<file path="src/rtl/uart_rx2.sv">
// uart_rx2: oversampling UART receiver with a 2-flop input synchronizer,
// 3-sample majority vote, optional parity, single-entry output register
// with valid/ready handshake, and a per-data-bit strobe for a serial CRC.
//
// state    | meaning
// ---------+----------------------------------------------------------
// S_IDLE   | waiting for a 1->0 edge on the synchronized line
// S_START  | half a bit period into the start bit; rejects glitches
// S_DATA   | sampling data bits, LSB first
// S_PARITY | sampling and checking the parity bit
// S_STOP   | sampling the stop bit; hand the word to the output register
module uart_rx2 #(
  parameter int CLKS_PER_BIT = 12,
  parameter int DATA_BITS    = 8,
  parameter int PARITY       = 0
) (
  input  logic                 clk,
  input  logic                 rst_n,
  input  logic                 rx,
  output logic [DATA_BITS-1:0] data,
  output logic                 valid,
  input  logic                 ready,
  output logic                 parity_err,
  output logic                 frame_err,
  output logic                 overrun,
  output logic                 crc_din,
  output logic                 crc_en
);

  localparam int TW = $clog2(CLKS_PER_BIT + 1);
  localparam logic [TW-1:0] TICK_HALF = TW'(CLKS_PER_BIT / 2);
  localparam logic [TW-1:0] TICK_FULL = TW'(CLKS_PER_BIT);
  localparam logic [TW-1:0] TICK_ONE  = TW'(1);
  localparam logic [2:0]    BIT_LAST  = 3'(DATA_BITS - 1);

  typedef enum logic [2:0] {
    S_IDLE,
    S_START,
    S_DATA,
    S_PARITY,
    S_STOP
  } state_e;

  logic                 rx_meta_q;
  logic                 rs_q;
  logic                 rs_prev_q;
  logic                 rs_prev2_q;
  logic [1:0]           settle_q;

  state_e               state_q;
  logic [TW-1:0]        tick_q;
  logic [2:0]           bit_cnt_q;
  logic [DATA_BITS-1:0] shift_q;
  logic                 par_acc_q;
  logic                 perr_pend_q;
  logic [DATA_BITS-1:0] data_q;
  logic                 valid_q;
  logic                 parity_err_q;
  logic                 frame_err_q;
  logic                 overrun_q;
  logic                 crc_din_q;
  logic                 crc_en_q;

  logic rs_fall;
  logic tick_done;
  logic sample_bit;
  logic par_x;
  logic par_bad;

  // Synchronize rx, keep two cycles of history for the vote, and hold off
  // edge detection until the history holds only real line values.
  always_ff @(posedge clk) begin
    if (!rst_n) begin
      rx_meta_q  <= 1'b1;
      rs_q       <= 1'b1;
      rs_prev_q  <= 1'b1;
      rs_prev2_q <= 1'b1;
      settle_q   <= 2'd0;
    end else begin
      rx_meta_q  <= rx;
      rs_q       <= rx_meta_q;
      rs_prev_q  <= rs_q;
      rs_prev2_q <= rs_prev_q;
      if (settle_q != 2'd3) settle_q <= settle_q + 2'd1;
    end
  end

  // The settle gate stops a line that is already low at reset release from
  // looking like a fresh start edge through the forced-high flops.
  assign rs_fall    = (settle_q == 2'd3) && rs_prev_q && !rs_q;
  assign tick_done  = (tick_q == TICK_ONE);
  assign sample_bit = (rs_q & rs_prev_q) | (rs_q & rs_prev2_q) | (rs_prev_q & rs_prev2_q);
  assign par_x      = par_acc_q ^ sample_bit;
  assign par_bad    = (PARITY == 1) ? ~par_x : par_x;

  // Receive FSM with bit timing, shift register and registered outputs.
  always_ff @(posedge clk) begin
    if (!rst_n) begin
      state_q      <= S_IDLE;
      tick_q       <= '0;
      bit_cnt_q    <= 3'd0;
      shift_q      <= '0;
      par_acc_q    <= 1'b0;
      perr_pend_q  <= 1'b0;
      data_q       <= '0;
      valid_q      <= 1'b0;
      parity_err_q <= 1'b0;
      frame_err_q  <= 1'b0;
      overrun_q    <= 1'b0;
      crc_din_q    <= 1'b0;
      crc_en_q     <= 1'b0;
    end else begin
      frame_err_q <= 1'b0;
      overrun_q   <= 1'b0;
      crc_en_q    <= 1'b0;

      if (valid_q && ready) valid_q <= 1'b0;

      // Down-counter reloads on expiry, so samples stay one bit period apart.
      if (state_q != S_IDLE) tick_q <= tick_done ? TICK_FULL : tick_q - TICK_ONE;

      case (state_q)
        S_IDLE: begin
          if (rs_fall) begin
            state_q <= S_START;
            tick_q  <= TICK_HALF;
          end
        end
        S_START: begin
          if (tick_done) begin
            if (sample_bit) begin
              state_q <= S_IDLE;
            end else begin
              state_q     <= S_DATA;
              bit_cnt_q   <= BIT_LAST;
              par_acc_q   <= 1'b0;
              perr_pend_q <= 1'b0;
            end
          end
        end
        S_DATA: begin
          if (tick_done) begin
            shift_q   <= {sample_bit, shift_q[DATA_BITS-1:1]};
            par_acc_q <= par_acc_q ^ sample_bit;
            crc_din_q <= sample_bit;
            crc_en_q  <= 1'b1;
            if (bit_cnt_q == 3'd0) begin
              state_q <= (PARITY != 0) ? S_PARITY : S_STOP;
            end else begin
              bit_cnt_q <= bit_cnt_q - 3'd1;
            end
          end
        end
        S_PARITY: begin
          if (tick_done) begin
            perr_pend_q <= par_bad;
            state_q     <= S_STOP;
          end
        end
        S_STOP: begin
          if (tick_done) begin
            state_q <= S_IDLE;
            if (!sample_bit) begin
              frame_err_q <= 1'b1;
            end else if (!valid_q || ready) begin
              // A same-cycle handshake frees the register, so the new word
              // replaces the consumed one and valid stays up.
              data_q       <= shift_q;
              parity_err_q <= perr_pend_q;
              valid_q      <= 1'b1;
            end else begin
              overrun_q <= 1'b1;
            end
          end
        end
        default: state_q <= S_IDLE;
      endcase
    end
  end

  assign data       = data_q;
  assign valid      = valid_q;
  assign parity_err = parity_err_q;
  assign frame_err  = frame_err_q;
  assign overrun    = overrun_q;
  assign crc_din    = crc_din_q;
  assign crc_en     = crc_en_q;

endmodule

</file>
<file path="config.mk">
export PLATFORM = sky130hd
export DESIGN_NAME = uart_rx2
export DESIGN_NICKNAME = d
export VERILOG_FILES = /design/src/rtl/uart_rx2.sv
export SDC_FILE = /design/constraint.sdc
export NUM_CORES = 1
export LEC_CHECK = 0
export BUFFER_PORTS_ARGS = -buffer_cell sky130_fd_sc_hd__buf_4
export CAP_MARGIN = 25
export CORE_ASPECT_RATIO = 1.1
export CORE_MARGIN = 8
export CORE_UTILIZATION = 30
export DETAILED_ROUTE_END_ITERATION = 8
export PLACE_DENSITY = 0.43
export REMOVE_ABC_BUFFERS = 1
export SYNTH_ARGS = -nofsm -noshare
export SYNTH_HDL_FRONTEND = slang
export SYNTH_SLANG_ARGS = --single-unit
</file>
<file path="constraint.sdc">
create_clock -name clk -period 4.53 [get_ports clk]
set_input_delay 0.2265 -clock clk [delete_from_list [all_inputs] [get_ports clk]]
set_output_delay 0.2265 -clock clk [all_outputs]
set_load 0.01 [all_outputs]
</file>
# Yosys cells after proc, flatten, opt, wreduce, memory -nomap -nowiden
# Index checks and enable logic that the tools add are counted.
# totals
register_bits	40
inputBits	4
output_inout_bits	14
elab_cells	92
# classes
addsub	3
n_eq_ne	15
mux	30
bitwise	6
n_reduce_logical	20
# op_table
cell	count
$mux 3	10
$ne 2x2->1 const B	9
$mux 4	4
$reduce_and 4->1	4
$pmux 3 s5	1
$mux 1	11
$eq 3x2->1 const B	2
$logic_not 3->1	2
$pmux 3 s2	1
$reduce_and 6->1	1
$reduce_and 5->1	1
$eq 4x1->1 const B	1
$pmux 1 s2	2
$reduce_and 2->1	2
$reduce_bool 2->1	2
$sub 4x1->4 const B	1
$and 1x1->1	3
$eq 3x1->1 const B	1
$eq 3x3->1 const B	1
$logic_and 1x1->1	3
$reduce_and 3->1	1
$reduce_bool 3->1	1
$sub 3x1->3 const B	1
$add 2x1->2 const B	1
other kinds (6)	8

# Logic depth before layout (Yosys ltp)
# logic_depth
ltp_word	6
mapped_depth	6

# Worst setup path after synthesis
# No wires, ideal clock.
# synth_timing
path_kind	reg-to-reg
start	register tick_q[0]
end	register state_q[2]
arrival_ns	1.560
required_time_ns	4.460
slack_ns	2.900
stages_incl_launch_ff	5
path_buffers	0
period_less_slack_ns	1.630
path_cell_list	dfxtp_1 -> ha_1 -> or3b_4 -> or4b_1 -> a21oi_1
# synth_between
elab_chain_len	3
elab_cells_between_ends	6
cone_classes	eq/ne (5); reduce/logical (1)
# synth_lines
element	line_no	source
start: declaration	51	logic [TW-1:0] tick_q;
start signal: assignment	120	if (state_q != S_IDLE) tick_q <= tick_done ? TICK_FULL : tick_q - TICK_ONE;
$eq 4x1->1 *	91	assign tick_done = (tick_q == TICK_ONE);
$ne 2x2->1 (no source line)	n/a	
$reduce_and 6->1 (no source line) *	n/a	
end signal: assignment	148	state_q <= (PARITY != 0) ? S_PARITY : S_STOP;
end: declaration	50	state_e state_q;
# Mark *: on every way between the ends. The rest lies on a longest branch, timed or not.
# A chain may end at the register's enable or synchronous reset.

# Final worst setup path
# layout_timing
start	register state_q[2]
end	register parity_err_q, in the netlist parity_err
# layout_between
elab_chain_len	2
# layout_lines
element	line_no	source
$eq 3x3->1	122	case (state_q)
$reduce_and 4->1 (no source line)	n/a	
end signal: assignment	169	parity_err_q <= perr_pend_q;
end: declaration	58	logic parity_err_q;
# Every way passes these cells.

==> metrics.yaml <==
maxCapViolCount: 0
die-area_mm2: 0.008401
regArea_um2: 780.7
grt_antenna_before_repair: 0
vdd_drop_max_v: 0.0001473
cp.arrival_ns: 2.11
total_leakage_power_nw: 0.7076
fillers: 602
io_buffers: 17
dp_hpwl_um: 2518
worstMarginPinSlew_ns: 0.5604
holdBufCountCts: 0
grt_pass1_wl_um: 6306
hold_depth: 2
routedWlPerCell_um: 13.06
fin_crit_ns: 1.894
fin_nets: 211
status: "finished, final reports clean"
core_mm2: 0.005660
reg2reg_depth: 3
wl_um: 3657
multiInputGateArea_um2: 844.6
drive_above_1_share_pct: 15.27
cts-buffers-inserted: 5
crit_path_max_incr_delay_ns: 0.63
cp_data_required_time_ns: 4.75
grt_pass1_vias: 1347
cts_max_path_buffers: 2
hp-start: "rx"
path_clk_slew_ns: 0.08
fin_area_mm2: 0.002004
yosysMostFrequentCell: "dfxtp_1"
ys.flop_type: "dfxtp_1"
die_y_um: 95.34
worstReg2RegStart: "state_q[2]$_SDFFE_PN0P_"
async_reset_ff_share_pct: 0
clock_latency_ns: 0.29
cts_root_buf: "clkbuf_8"
cts_tree: "built"
cp-startpoint: "state_q[2]$_SDFFE_PN0P_"
vias: 1372
ant_nets: 0
clock_skew_ns: 0.003937
path_class: "flip-flop to flip-flop"
synth-edff-count: 0
numClockSinks: 39
synth_warnings: 0
gp_congestion: 0.7812
drtIter0Drc: 38
hold_violations: 0
start_util_pct: 30.33
end_kind: "flip-flop"
synth_cells: 190
grt.total_usage_pct: 9.571
fin_crit_sh_pct: 41.82
path_cells: "nor3b_1 > and4_1 > mux2i_1"
setup-tns-final_ns: 0
power_density_mw_per_mm2: 343.1
min_to: "rx_meta_q$_SDFF_PN1_"
fmax_mhz: 527.9
yosys.area.top_type: "dfxtp_1"
drc: 0
ys_seq_area_share_pct: 45.48
slew_viol_final: 0
reg2reg_setup_slack_ns: 2.64
gr-total-overflow: 0
finalPower_uw: 687.6
grt_max_degree: 32
rows: 29
dr.pass1.iters: 4
cts.htree.levels: 2
hp-class: "input pin to flip-flop"
avgViaCountPerCell: 4.900
crit_fanout: 11
setup_viol: 0
r2r-end: "parity_err$_SDFFE_PN0P_"
synth.top_cells.by_count: "dfxtp_1, nand2_1, a21oi_1, nand3_1, o21ai_0"
slew_headroom_pct: 62.64
syn_area_per_cell_um2: 9.035
synth_cell_type_count: 42
die_w_um: 88.13
postPlaceCellArea_mm2: 0.001887
critPathSlowestCell: "and4_1"
dp_slack_ns: 2.593
antennaDiodeCount: 0
syn_area_mm2: 0.001717
cp-start-kind: "flip-flop"
synth_area_leaders: "dfxtp_1, mux2i_1, nand2_1, a21oi_1, nand3_1"
cts_resized: 0
cts_setup_buffers: 0
setup_ws_ns: 2.636
ys_seq_elements: 39
rsz0062_at_grt: "no"
syn2layout_area_growth_pct: 16.76
synth_top_area_share_pct: 45.48
io_pins: 18
-- cell families (layout without fill, tap and decap cells) --
logic type      count (synthesis)  count (layout)  share of synthesized area [%]
buf+inv                        21              34                          5.321
fa+ha+maj                       6               6                          4.227
flops                          39              39                          45.48
simple gates                   73              73                          24.05
compound gates                 39              39                          14.00
mux                            11              11                          6.414
xor+xnor                        1               1                         0.5103
-- layout make-up --
class / instances / area share, %
well taps: 77 / 4.806
multi-input cells: 130 / 42.13
clock inverters: 2 / 1.748
inverters: 8 / 1.498
repair buffers: 18 / 6.742
clock buffers: 6 / 4.120
flip-flops and latches: 39 / 38.95
-- report_power, final --
| part | switching (mW) | internal, mW | total (mW) |
|---|---|---|---|
| combinational | 0.0177 | 0.0132 | 0.0309 |
| sequential | 0.00515 | 0.350 | 0.356 |
| clock | 0.123 | 0.178 | 0.301 |
-- worst max path at each step --
stage                                    endpoint  cells past startpoint  slack (ns)
after floorplan              data[0]$_SDFFE_PN0P_                      4        2.32
after global placement       data[2]$_SDFFE_PN0P_                      3        2.68
after CTS                    data[2]$_SDFFE_PN0P_                      3        2.59
after global routing         data[0]$_SDFFE_PN0P_                      3        2.42
after detailed placement     data[2]$_SDFFE_PN0P_                      3        2.59
final                     parity_err$_SDFFE_PN0P_                      3        2.64
-- layout by cell type, fill, tap and decap left out, types with 2 or more instances in the layout --
| cell type | count |
|---|---|
| nand3_1 | 14 |
| mux2i_1 | 11 |
| nor3b_1 | 2 |
| nor2_1 | 5 |
| inv_1 | 7 |
| ha_1 | 5 |
| or3_1 | 4 |
| o21ai_0 | 12 |
| nand2_1 | 23 |
| nor3_1 | 3 |
| buf_4 | 18 |
| a221oi_1 | 2 |
| o211ai_1 | 2 |
| or3b_2 | 2 |
| and4_1 | 2 |
| or4_1 | 2 |
| a21oi_1 | 14 |
| clkbuf_8 | 6 |
| dfxtp_1 | 39 |
| nand2b_1 | 7 |
-- registers in the layout (all words and copies together) (netlist names), 2 cells and up --
signal,cells
data,8
shift_q,8
tick_q,4
bit_cnt_q,3
state_q,3
settle_q,2
-- worst max-delay path, delay by kind of cell (launching register included) --
kind	cells	cell delay [ns]
and+or+nand+nor	2	1.05
DFF	1	0.53
muxes	1	0.24
-- metal layers --
layer | routed length, µm | up-vias | GRT usage [%]
met5 | 0 | - | 0
met4 | 57 | 0 | 3.808
met3 | 221 | 7 | 3.103
met2 | 1758 | 27 | 16.76
met1 | 1619 | 640 | 10.44
li1 | - | 698 | -
-- through the flow --
| step | util (%) | std cells | hold WS, ns |
|---|---|---|---|
| global route | 35.41 | 280 | 0.1145 |
| floorplan | - | 177 | 0.2995 |
| finish | 35.41 | 280 | 0.1177 |
| CTS | 35.41 | 280 | 0.1094 |
| detailed placement | 33.33 | 272 | 0.3925 |
| global placement | 33.33 | 272 | 0.3920 |
Note: power is estimated with default switching activity, not from simulation.
